--- src/rtl/render_pipeline_sequencer_pkg.sv ---
// Shared types and width helpers for the render pipeline frame sequencer.
package render_pipeline_pkg;

  typedef enum logic [2:0] {
    IDLE       = 3'd0,
    VTX_START  = 3'd1,
    VTX_WAIT   = 3'd2,
    PRIM_START = 3'd3,
    PRIM_WAIT  = 3'd4,
    SWAP_WAIT  = 3'd5,
    DONE       = 3'd6
  } seq_state_t;

  localparam int unsigned DEFAULT_TIMEOUT_CYCLES     = 1048576;
  localparam int          DEFAULT_MAX_VERTEX_COUNT   = 4096;
  localparam int          DEFAULT_MAX_TRIANGLE_COUNT = 4096;

  // One extra bit so the maximum count itself is representable.
  function automatic int vtx_width(input int max_vertex_count);
    return $clog2(max_vertex_count) + 1;
  endfunction

  function automatic int tri_width(input int max_triangle_count);
    return $clog2(max_triangle_count) + 1;
  endfunction

endpackage

--- src/rtl/render_pipeline_sequencer_if.sv ---
// Frame-control and stage handshake bundle for render_pipeline_sequencer.
// Optional perf counters appear when RENDER_SEQ_PERF_CNT_EN is defined.
interface render_pipeline_sequencer_if
  import render_pipeline_pkg::*;
#(
  parameter int VTX_W = vtx_width(DEFAULT_MAX_VERTEX_COUNT),
  parameter int TRI_W = tri_width(DEFAULT_MAX_TRIANGLE_COUNT)
);
  logic             frame_start_i;
  logic [VTX_W-1:0] vertex_count_i;
  logic [TRI_W-1:0] triangle_count_i;
  logic             frame_ready_o;
  logic             frame_done_o;
  logic             frame_error_o;
  logic             vtx_start_o;
  logic [VTX_W-1:0] vtx_count_o;
  logic             vtx_done_i;
  logic             prim_start_o;
  logic [TRI_W-1:0] prim_count_o;
  logic             prim_done_i;
  logic             vsync_i;
  logic             swap_o;
  logic             busy_o;
`ifdef RENDER_SEQ_PERF_CNT_EN
  logic [31:0]      perf_vtx_cycles_o;
  logic [31:0]      perf_prim_cycles_o;
  logic [31:0]      perf_frame_cycles_o;
`endif

  // Environment side: frame control, datapath stages and display.
  modport master (
    output frame_start_i, vertex_count_i, triangle_count_i,
    output vtx_done_i, prim_done_i, vsync_i,
    input  frame_ready_o, frame_done_o, frame_error_o,
    input  vtx_start_o, vtx_count_o, prim_start_o, prim_count_o,
    input  swap_o, busy_o
`ifdef RENDER_SEQ_PERF_CNT_EN
    , input perf_vtx_cycles_o, perf_prim_cycles_o, perf_frame_cycles_o
`endif
  );

  // Sequencer side.
  modport slave (
    input  frame_start_i, vertex_count_i, triangle_count_i,
    input  vtx_done_i, prim_done_i, vsync_i,
    output frame_ready_o, frame_done_o, frame_error_o,
    output vtx_start_o, vtx_count_o, prim_start_o, prim_count_o,
    output swap_o, busy_o
`ifdef RENDER_SEQ_PERF_CNT_EN
    , output perf_vtx_cycles_o, perf_prim_cycles_o, perf_frame_cycles_o
`endif
  );

endinterface

--- src/rtl/render_pipeline_sequencer_watchdog.sv ---
// stage_watchdog: up-counter cleared on WAIT-state entry, counting while
// enabled; timeout fires in the cycle that completes LIMIT enabled cycles.
// LIMIT = 0 disables the timeout entirely.
module stage_watchdog #(
  parameter int unsigned LIMIT = 1048576
) (
  input  logic clk,
  input  logic rst,
  input  logic clear,
  input  logic enable,
  output logic timeout
);
  localparam int CNT_W = (LIMIT > 1) ? $clog2(LIMIT) : 1;
  localparam logic [CNT_W-1:0] LAST = (LIMIT == 0) ? '0 : CNT_W'(LIMIT - 1);

  logic [CNT_W-1:0] cnt;
  logic             at_limit;

  assign at_limit = (cnt == LAST);
  assign timeout  = (LIMIT != 0) && enable && at_limit;

  // Count enabled cycles; hold at the terminal value so it never wraps.
  always_ff @(posedge clk) begin
    if (rst || clear) begin
      cnt <= '0;
    end else if (enable && !at_limit) begin
      cnt <= cnt + 1'b1;
    end
  end

endmodule

--- src/rtl/render_pipeline_sequencer.sv ---
// render_pipeline_sequencer: frame-level controller for the render datapath.
// Sequence: vertex stage -> primitive stage -> vsync-aligned swap -> done.
// Optional macro RENDER_SEQ_PERF_CNT_EN adds per-stage cycle counters.
//
// state      | meaning
// IDLE       | ready for a frame request
// VTX_START  | one-cycle vertex stage start pulse
// VTX_WAIT   | waiting for vtx_done_i (watchdog running)
// PRIM_START | one-cycle primitive stage start pulse
// PRIM_WAIT  | waiting for prim_done_i (watchdog running)
// SWAP_WAIT  | waiting for vsync_i to swap buffers (watchdog running)
// DONE       | frame finished or aborted; frame_done_o follows
module render_pipeline_sequencer
  import render_pipeline_pkg::*;
#(
  parameter int          MAX_TRIANGLE_COUNT = DEFAULT_MAX_TRIANGLE_COUNT,
  parameter int          MAX_VERTEX_COUNT   = DEFAULT_MAX_VERTEX_COUNT,
  parameter int unsigned TIMEOUT_CYCLES     = DEFAULT_TIMEOUT_CYCLES
) (
  input logic                        clk,
  input logic                        rst,
  render_pipeline_sequencer_if.slave bus
);
  localparam int VTX_W = vtx_width(MAX_VERTEX_COUNT);
  localparam int TRI_W = tri_width(MAX_TRIANGLE_COUNT);
  localparam logic [VTX_W-1:0] MAX_VTX = VTX_W'(MAX_VERTEX_COUNT);
  localparam logic [TRI_W-1:0] MAX_TRI = TRI_W'(MAX_TRIANGLE_COUNT);

  seq_state_t       state, state_next;
  logic             load, set_err, do_swap, wd_clear, wd_enable, wd_timeout;
  logic             counts_bad;
  logic             vtx_start_r, prim_start_r, swap_r, done_r, error_r;
  logic [VTX_W-1:0] vtx_cnt_r;
  logic [TRI_W-1:0] tri_cnt_r;

  // Range check on the counts being captured this cycle.
  assign counts_bad = (bus.vertex_count_i == '0) ||
                      (bus.vertex_count_i > MAX_VTX) ||
                      (bus.triangle_count_i > MAX_TRI);

  // State register.
  always_ff @(posedge clk) begin
    if (rst) state <= IDLE;
    else     state <= state_next;
  end

  // Next-state logic; a done strobe takes priority over a same-cycle timeout.
  always_comb begin
    state_next = state;
    load       = 1'b0;
    set_err    = 1'b0;
    do_swap    = 1'b0;
    unique case (state)
      IDLE: begin
        if (bus.frame_start_i) begin
          load = 1'b1;
          if (counts_bad) begin
            set_err    = 1'b1;
            state_next = DONE;
          end else begin
            state_next = VTX_START;
          end
        end
      end
      VTX_START: state_next = VTX_WAIT;
      VTX_WAIT: begin
        if (bus.vtx_done_i) begin
          state_next = (tri_cnt_r == '0) ? SWAP_WAIT : PRIM_START;
        end else if (wd_timeout) begin
          set_err    = 1'b1;
          state_next = DONE;
        end
      end
      PRIM_START: state_next = PRIM_WAIT;
      PRIM_WAIT: begin
        if (bus.prim_done_i) begin
          state_next = SWAP_WAIT;
        end else if (wd_timeout) begin
          set_err    = 1'b1;
          state_next = DONE;
        end
      end
      SWAP_WAIT: begin
        if (bus.vsync_i) begin
          do_swap    = 1'b1;
          state_next = DONE;
        end else if (wd_timeout) begin
          set_err    = 1'b1;
          state_next = DONE;
        end
      end
      DONE:    state_next = IDLE;
      default: state_next = IDLE;
    endcase
  end

  assign wd_enable = (state == VTX_WAIT) || (state == PRIM_WAIT) || (state == SWAP_WAIT);
  assign wd_clear  = (state_next != state) &&
                     ((state_next == VTX_WAIT) || (state_next == PRIM_WAIT) ||
                      (state_next == SWAP_WAIT));

  stage_watchdog #(.LIMIT(TIMEOUT_CYCLES)) u_watchdog (
    .clk     (clk),
    .rst     (rst),
    .clear   (wd_clear),
    .enable  (wd_enable),
    .timeout (wd_timeout)
  );

  // Registered pulses, sticky error and latched counts.
  always_ff @(posedge clk) begin
    if (rst) begin
      vtx_start_r  <= 1'b0;
      prim_start_r <= 1'b0;
      swap_r       <= 1'b0;
      done_r       <= 1'b0;
      error_r      <= 1'b0;
      vtx_cnt_r    <= '0;
      tri_cnt_r    <= '0;
    end else begin
      vtx_start_r  <= (state_next == VTX_START);
      prim_start_r <= (state_next == PRIM_START);
      swap_r       <= do_swap;
      done_r       <= (state == DONE);
      if (load) begin
        error_r   <= set_err;
        vtx_cnt_r <= bus.vertex_count_i;
        tri_cnt_r <= bus.triangle_count_i;
      end else if (set_err) begin
        error_r <= 1'b1;
      end
    end
  end

  assign bus.frame_ready_o = (state == IDLE);
  assign bus.busy_o        = (state != IDLE);
  assign bus.frame_done_o  = done_r;
  assign bus.frame_error_o = error_r;
  assign bus.vtx_start_o   = vtx_start_r;
  assign bus.prim_start_o  = prim_start_r;
  assign bus.swap_o        = swap_r;
  assign bus.vtx_count_o   = vtx_cnt_r;
  assign bus.prim_count_o  = tri_cnt_r;

`ifdef RENDER_SEQ_PERF_CNT_EN
  logic [31:0] vtx_cyc, prim_cyc, frame_cyc;
  logic [31:0] perf_vtx_r, perf_prim_r, perf_frame_r;

  // Saturating live counters restart on accept; results publish when DONE.
  always_ff @(posedge clk) begin
    if (rst) begin
      vtx_cyc      <= '0;
      prim_cyc     <= '0;
      frame_cyc    <= '0;
      perf_vtx_r   <= '0;
      perf_prim_r  <= '0;
      perf_frame_r <= '0;
    end else begin
      if (load) begin
        vtx_cyc   <= '0;
        prim_cyc  <= '0;
        frame_cyc <= '0;
      end else begin
        if (state == VTX_WAIT && vtx_cyc != '1)   vtx_cyc  <= vtx_cyc + 1'b1;
        if (state == PRIM_WAIT && prim_cyc != '1) prim_cyc <= prim_cyc + 1'b1;
        if (state != IDLE && state != DONE && frame_cyc != '1)
          frame_cyc <= frame_cyc + 1'b1;
      end
      if (state == DONE) begin
        perf_vtx_r   <= vtx_cyc;
        perf_prim_r  <= prim_cyc;
        perf_frame_r <= frame_cyc;
      end
    end
  end

  assign bus.perf_vtx_cycles_o   = perf_vtx_r;
  assign bus.perf_prim_cycles_o  = perf_prim_r;
  assign bus.perf_frame_cycles_o = perf_frame_r;
`endif

endmodule

--- src/flat_wrapper.sv ---
// flat-port wrapper written by rule: the top's interface ports become plain ports
module render_pipeline_sequencer_flat import render_pipeline_pkg::*;
#(
  parameter int          MAX_TRIANGLE_COUNT = DEFAULT_MAX_TRIANGLE_COUNT,
  parameter int          MAX_VERTEX_COUNT   = DEFAULT_MAX_VERTEX_COUNT,
  parameter int unsigned TIMEOUT_CYCLES     = DEFAULT_TIMEOUT_CYCLES
)
  (clk, rst, bus_frame_start_i, bus_vertex_count_i, bus_triangle_count_i, bus_vtx_done_i, bus_prim_done_i, bus_vsync_i, bus_frame_ready_o, bus_frame_done_o, bus_frame_error_o, bus_vtx_start_o, bus_vtx_count_o, bus_prim_start_o, bus_prim_count_o, bus_swap_o, bus_busy_o);
  render_pipeline_sequencer_if #(.VTX_W((vtx_width(4096))), .TRI_W((tri_width(4096)))) bus_i ();
  input logic clk;
  input logic rst;
  input wire logic [$bits(bus_i.frame_start_i)-1:0] bus_frame_start_i;
  input wire logic [$bits(bus_i.vertex_count_i)-1:0] bus_vertex_count_i;
  input wire logic [$bits(bus_i.triangle_count_i)-1:0] bus_triangle_count_i;
  input wire logic [$bits(bus_i.vtx_done_i)-1:0] bus_vtx_done_i;
  input wire logic [$bits(bus_i.prim_done_i)-1:0] bus_prim_done_i;
  input wire logic [$bits(bus_i.vsync_i)-1:0] bus_vsync_i;
  output wire logic [$bits(bus_i.frame_ready_o)-1:0] bus_frame_ready_o;
  output wire logic [$bits(bus_i.frame_done_o)-1:0] bus_frame_done_o;
  output wire logic [$bits(bus_i.frame_error_o)-1:0] bus_frame_error_o;
  output wire logic [$bits(bus_i.vtx_start_o)-1:0] bus_vtx_start_o;
  output wire logic [$bits(bus_i.vtx_count_o)-1:0] bus_vtx_count_o;
  output wire logic [$bits(bus_i.prim_start_o)-1:0] bus_prim_start_o;
  output wire logic [$bits(bus_i.prim_count_o)-1:0] bus_prim_count_o;
  output wire logic [$bits(bus_i.swap_o)-1:0] bus_swap_o;
  output wire logic [$bits(bus_i.busy_o)-1:0] bus_busy_o;
  assign bus_i.frame_start_i = bus_frame_start_i;
  assign bus_i.vertex_count_i = bus_vertex_count_i;
  assign bus_i.triangle_count_i = bus_triangle_count_i;
  assign bus_i.vtx_done_i = bus_vtx_done_i;
  assign bus_i.prim_done_i = bus_prim_done_i;
  assign bus_i.vsync_i = bus_vsync_i;
  assign bus_frame_ready_o = bus_i.frame_ready_o;
  assign bus_frame_done_o = bus_i.frame_done_o;
  assign bus_frame_error_o = bus_i.frame_error_o;
  assign bus_vtx_start_o = bus_i.vtx_start_o;
  assign bus_vtx_count_o = bus_i.vtx_count_o;
  assign bus_prim_start_o = bus_i.prim_start_o;
  assign bus_prim_count_o = bus_i.prim_count_o;
  assign bus_swap_o = bus_i.swap_o;
  assign bus_busy_o = bus_i.busy_o;
  render_pipeline_sequencer #(.MAX_TRIANGLE_COUNT(MAX_TRIANGLE_COUNT), .MAX_VERTEX_COUNT(MAX_VERTEX_COUNT), .TIMEOUT_CYCLES(TIMEOUT_CYCLES)) u_core (.clk(clk), .rst(rst), .bus(bus_i));
endmodule
--- config.mk ---
export PLATFORM = sky130hd
export DESIGN_NAME = render_pipeline_sequencer_flat
export DESIGN_NICKNAME = d
export VERILOG_FILES = /design/src/rtl/render_pipeline_sequencer_pkg.sv /design/src/rtl/render_pipeline_sequencer_if.sv /design/src/rtl/render_pipeline_sequencer_watchdog.sv /design/src/rtl/render_pipeline_sequencer.sv /design/src/flat_wrapper.sv
export SDC_FILE = /design/constraint.sdc
export NUM_CORES = 1
export LEC_CHECK = 0
export ABC_AREA = 1
export CAP_MARGIN = 20
export CORE_UTILIZATION = 45
export DETAILED_ROUTE_END_ITERATION = 10
export GPL_ROUTABILITY_DRIVEN = 1
export GPL_TIMING_DRIVEN = 0
export MAX_ROUTING_LAYER = met4
export PLACE_DENSITY = 0.86
export SYNTH_ARGS = -nofsm -noshare
export SYNTH_HDL_FRONTEND = slang
export SYNTH_HIERARCHICAL = 1
export SYNTH_SLANG_ARGS = --single-unit
--- constraint.sdc ---
create_clock -name clk -period 2.7 [get_ports clk]
set_input_delay 0.54 -clock clk [delete_from_list [all_inputs] [get_ports clk]]
set_output_delay 0.54 -clock clk [all_outputs]
set_load 0.05 [all_outputs]
; ---- Word level (Yosys, flattened, before mapping)
; Index checks and enable logic that the tools add are counted.
[word_totals]
elab_cells = 63
regBits = 54
out_inout_bits = 33
inputBits = 32
[classes]
bitwise_logic = 1
mux = 20
add_sub_neg = 1
n_eq_ne = 13
reduce_logical = 17
n_lt_le_gt_ge = 2
[op_table]
columns = operator, n
row1 = $gt 13x13->1 const B, 2
row2 = $logic_not 13->1, 2
row3 = $mux 3, 7
row4 = $add 20x1->20 const B, 1
row5 = $eq 20x20->1 const B, 1
row6 = $pmux 3 s6, 1
row7 = $eq 3x3->1 const B, 5
row8 = $eq 3x2->1 const B, 4
row9 = $mux 1, 11
row10 = $logic_or 1x1->1, 7
row11 = $eq 3x1->1 const B, 2
row12 = $pmux 1 s4, 1
row13 = $logic_and 1x1->1, 3
row14 = $logic_not 3->1, 1
row15 = $ne 3x3->1, 1
row16 = $reduce_bool 3->1, 1
row17 = $reduce_bool 2->1, 1
row18 = $reduce_or 2->1, 1
row19 = $logic_not 1->1, 1
row20 = $not 1->1, 1

; ---- Longest topological paths before layout
[depth]
ltp_word = 12
ltp_mapped = 22
mapped_depth_nobuf = 21

; ---- By module
; Netlist, hierarchy kept.
[by_module_without_submodules]
columns = mod, cells_per_inst, seq_area_each_um2, instances, area_each_um2
row1 = render_pipeline_sequencer, 230, 680.7, 1, 1587.8
row2 = stage_watchdog, 189, 400.4, 1, 1196.1

; ---- Least setup slack after synthesis
; OpenSTA, ideal clock, no wires.
[synth_path]
kind = register to register
from = register u_core.state[2]
to = register u_core.u_watchdog.cnt[10]
n_path_buf = 2
setup_slack_ps = 43
setup_time_ps = 64
period_less_slack_ps = 2657
required_ps = 2636
arrival_time_ps = 2594
path_stages_with_launch = 22
cell_sequence = dfxtp_1 > buf_2 > inv_2 > nand3_1 > nand2_1 > inv_1 > nor2_1 > nand3_1 > nor2_1 > nor2_1 > nand3_1 > nand2_1 > o21ai_0 > a21oi_2 > nand2_2 > o21ai_1 > nand2_1 > nor2_1 > nor2_1 > buf_2 > nand2_1 > nor2_1
[synth_between]
elab_chain_len = 12
elab_cells_between_ends = 24
classes_between = 9 x eq/ne / 6 x mux / 9 x reduce/logical
[synth_rtl]
columns = element, line_no
row1 = "start, declared", render_pipeline_sequencer.sv:29  ; seq_state_t state, state_next;
row2 = "start signal, assigned", render_pipeline_sequencer.sv:44  ; else state <= state_next;
row3 = $eq 3x2->1 or $eq 3x3->1 (tied branches), render_pipeline_sequencer.sv:97  ; assign wd_enable = (state == VTX_WAIT) || (state == PRIM_WAIT) || (state == SWAP_WAIT);
row4 = $logic_or 1x1->1, render_pipeline_sequencer.sv:97
row5 = $logic_or 1x1->1 (*), render_pipeline_sequencer.sv:97
row6 = net u_core.wd_enable, render_pipeline_sequencer.sv:30  ; logic load, set_err, do_swap, wd_clear, wd_enable, wd_timeout;
row7 = $logic_and 1x1->1 (*), render_pipeline_sequencer_watchdog.sv:20  ; assign timeout = (LIMIT != 0) && enable && at_limit;
row8 = net u_core.wd_timeout, render_pipeline_sequencer.sv:30
row9 = $mux 3 (*), "render_pipeline_sequencer.sv:69, render_pipeline_sequencer.sv:78, render_pipeline_sequencer.sv:87"
row10 = "$mux 3, on equally long branches", "render_pipeline_sequencer.sv:84, render_pipeline_sequencer.sv:67, render_pipeline_sequencer.sv:76"
row11 = $pmux 3 s6 (*), render_pipeline_sequencer.sv:53  ; unique case (state)
row12 = $eq 3x2->1 or $eq 3x3->1 (tied branches), render_pipeline_sequencer.sv:99  ; ((state_next == VTX_WAIT) || (state_next == PRIM_WAIT) ||
row13 = $logic_or 1x1->1 (2 in series), render_pipeline_sequencer.sv:99
row14 = $logic_and 1x1->1 (*), render_pipeline_sequencer.sv:98  ; assign wd_clear = (state_next != state) &&
row15 = net u_core.wd_clear, render_pipeline_sequencer.sv:30
row16 = $logic_or 1x1->1 (*), render_pipeline_sequencer_watchdog.sv:24  ; if (rst || clear) begin
row17 = "end signal, assigned", render_pipeline_sequencer_watchdog.sv:27  ; cnt <= cnt + 1'b1;
row18 = "end, declared", render_pipeline_sequencer_watchdog.sv:16  ; logic [CNT_W-1:0] cnt;
; The timed path passes the listed nets; every way through them passes the cells marked *.
; A chain may end at the register's enable or synchronous reset.

; ---- Worst setup path after layout
[layout_path]
from = register u_core.state[2]
to = register u_core.u_watchdog.cnt[9]
; Same word-level chain as after synthesis.

==> impl_metrics.py <==
metrics = {
    "logic_synthesis": {
        "synth_commonest_cells": "nand2_1, nor2_1, dfxtp_1",
        "yosysTopAreaCellShare_pct": 38.8,
        "synth_top_cell_by_area": "dfxtp_1",
        "synth_seq_area_share_pct": 38.8,
        "yosysMostFrequentCell": "nand2_1",
        "syn_inst": 419,
        "synth_area_um2": 2780,
        "syn-num-nets": 452,
        "synth-seq-cells": 54,
        "synth.avg_cell_area_um2": 6.64,
        "synth_edf_count": 0,
        "synthTopCellsByArea": "dfxtp_1, nand2_1, nor2_1",
        "synth_cell_types": 35,
        "yosys_most_used_dff": "dfxtp_1",
        "ys_warn_count": 6,
        "async_flop_share_pct": 0,
    },
    "timing": {
        "tightest_slew_ps": 551,
        "hold_viol": 0,
        "fmaxAchievable_ghz": 0.388,
        "fin_skew_ps": 16.6,
        "period_share_pct": 95.5,
        "slew_headroom_pct": 63.1,
        "finalSetupViolCount": 0,
        "period_minus_slack_ps": 2580,
        "report.final.slew_viol_count": 0,
    },
    "detailed_routing": {
        "wl_per_cell_um": 13.1,
        "wl_mm": 7.48,
        "viasPerCell": 5.19,
        "drcViolationCount": 0,
        "dr.pass1.iters": 7,
        "route.vias.total": 2969,
        "ant_nets": 0,
        "initialDrtViolationCount": 294,
    },
    "power_and_ir_drop": {
        "finalPower_uw": 2550,
        "power.density_nw_per_um2": 680,
        "peakVddDrop_mv": 0.411,
        "power_leakage_uw": 0.00148,
    },
    "global_routing": {
        "grt_pass1_wl_mm": 11.4,
        "grt_max_degree": 16,
        "grt_pass1_vias": 2653,
        "grtUsageTotal_pct": 23.3,
        "antenna_found_initial": 0,
        "grt_overflow": 0,
    },
    "worst_setup_path": {
        "cp-start-kind": "flip-flop",
        "path_class": "flip-flop to flip-flop",
        "crit_arrival_ps": 2830,
        "r2r_setup_slack_ps": 120,
        "crit_fanout": 10,
        "cp.required_ps": 2950,
        "end_kind": "flip-flop",
    },
    "cts": {
        "clock_latency_ps": 310,
        "cts_buffers": 5,
        "hold_buffers": 0,
        "clockRootBuffer": "clkbuf_8",
        "clkTransAtPathRegs_ps": 100,
        "cts_sinks": 54,
        "cts_buffer_depth": 2,
        "htree_levels": 2,
        "cts_tree": "yes",
    },
    "status": {
        "status": "finished clean",
    },
    "cells_and_area": {
        "syn2layout_area_growth_pct": 34.6,
        "final_util_pct": 62.9,
        "nets": 529,
        "final_layout_size_suffix_gt1_share_pct": 13.1,
        "n_antenna_cell": 0,
    },
    "place": {
        "gp_congestion": 0.895,
        "portBuffers": 64,
        "hpwl_mm": 5.26,
    },
    "flow_run": {
        "maxCapViolCount": 0,
    },
    "floorplan": {
        "die_x_um": 80.7,
        "start_util_pct": 46.7,
        "dieArea_um2": 6510,
        "core_area_um2": 5960,
        "die_h_um": 80.7,
        "rows": 28,
        "io_pins": 65,
    },
    "min_path": {
        "hp-class": "flip-flop to flip-flop",
    },
}
-- repair_timing --
action / in CTS / in global routing
setup buffers: 3 / 3
gates resized for setup: 11 / 18
endpoints found under the setup margin: 21 / 20
pin swaps: 2 / 6
cloned: 0 / 0
-- layout make-up --
type | instances | area [um^2]
multi-input combinational | 320 | 1580
clock inverter | 1 | 5.00
fill | 515 | 2210
clock buffer | 7 | 86.3
inverter | 34 | 135
sequential | 54 | 1090
tap | 75 | 93.8
timing repair buffer | 70 | 686
buffer | 11 | 70.1
-- path summary, 6_finish.rpt --
check                                                              from  depth (start not counted)                                       to
worst max register to register               u_core/state[2]$_SDFF_PP0_                         22    u_core/u_watchdog/cnt[9]$_SDFFE_PP0P_
worst max-delay path                         u_core/state[2]$_SDFF_PP0_                         22    u_core/u_watchdog/cnt[9]$_SDFFE_PP0P_
worst min register to register  u_core/bus.vtx_count_o[12]$_SDFFE_PP0P_                          2  u_core/bus.vtx_count_o[12]$_SDFFE_PP0P_
worst min-delay path            u_core/bus.vtx_count_o[12]$_SDFFE_PP0P_                          2  u_core/bus.vtx_count_o[12]$_SDFFE_PP0P_
-- placed cells by master, fill, tap and decap left out, drive strengths merged --
cell type,instances
nor2,78
a31o,1
nand3,25
clkinv,1
xor2,3
and2,3
nand4,6
nand2,139
a211oi,3
clkdlybuf4s50,64
o22ai,1
xnor2,1
a21oi,43
clkbuf,11
buf,13
nor3,5
inv,34
ha,1
o21ai,7
dfxtp,54
o221ai,1
a31oi,1
nor4,2
-- flip-flops by register name, indices dropped and copies added (netlist names) --
signal,flops
u_core/bus.swap_o,1
u_core/bus.prim_start_o,1
u_core/bus.vtx_count_o,13
u_core/u_watchdog/cnt,20
u_core/bus.frame_done_o,1
u_core/bus.prim_count_o,13
u_core/state,3
u_core/bus.frame_error_o,1
u_core/bus.vtx_start_o,1
-- report_power, final --
part,switching (uW),leakage [uW],internal (uW)
registers,62.4,0.000441,881
logic,741,0.000989,398
clock network,257,0.0000482,208
-- metrics by stage --
step           setup slack (ps)  TNS [ps]  hold slack [ps]  instances  instance area (um^2)
2_1_floorplan              42.6         0              448        419                  2780
3_3_place_gp               -469     -7840              453        558                  3520
3_5_place_dp               -596     -9710              460        558                  3520
4_1_cts                    5.26         0              474        569                  3660
5_1_grt                   -53.1      -344              492        572                  3750
6_report                    121         0              473        572                  3750
-- critical path, stage by stage (launching register included) --
cell     delay (ps)
dfxtp_1         340
buf_6           140
inv_2            70
nand3_4          90
nand2_4          70
inv_4            70
nor2_4           40
nand3_4          80
nor2_4           70
nor2_2          120
nand3_1         100
nand2_2          90
o21ai_2          60
a21oi_2         190
nand2_2         100
nand2_1          70
nand2_1          60
nor2_1          120
nor2_1           70
nor2_2          210
buf_6           190
nand2_1          60
nor2_1          100
-- logic make-up (layout without fill, tap and decap cells) --
| group | count (synthesis) | count (layout) | share of synthesized area, % |
|---|---|---|---|
| compound gates | 57 | 57 | 11.1 |
| flops | 54 | 54 | 38.8 |
| xor+xnor | 4 | 4 | 1.26 |
| fa+ha+maj | 1 | 1 | 0.449 |
| simple gates | 258 | 258 | 41.5 |
| buf+inv | 45 | 123 | 6.83 |
-- per-layer routing --
layer | wire length, um | part of all wire (%) | vias to the layer above | GRT usage, %
li1 | - | - | 1496 | -
met1 | 3120 | 42 | 1329 | 27.2
met2 | 3700 | 49 | 126 | 39.2
met3 | 481 | 6.4 | 18 | 4.66
met4 | 187 | 2.5 | 0 | 8.75
met5 | 0 | 0 | - | -
(Power assumes the default switching activity.)
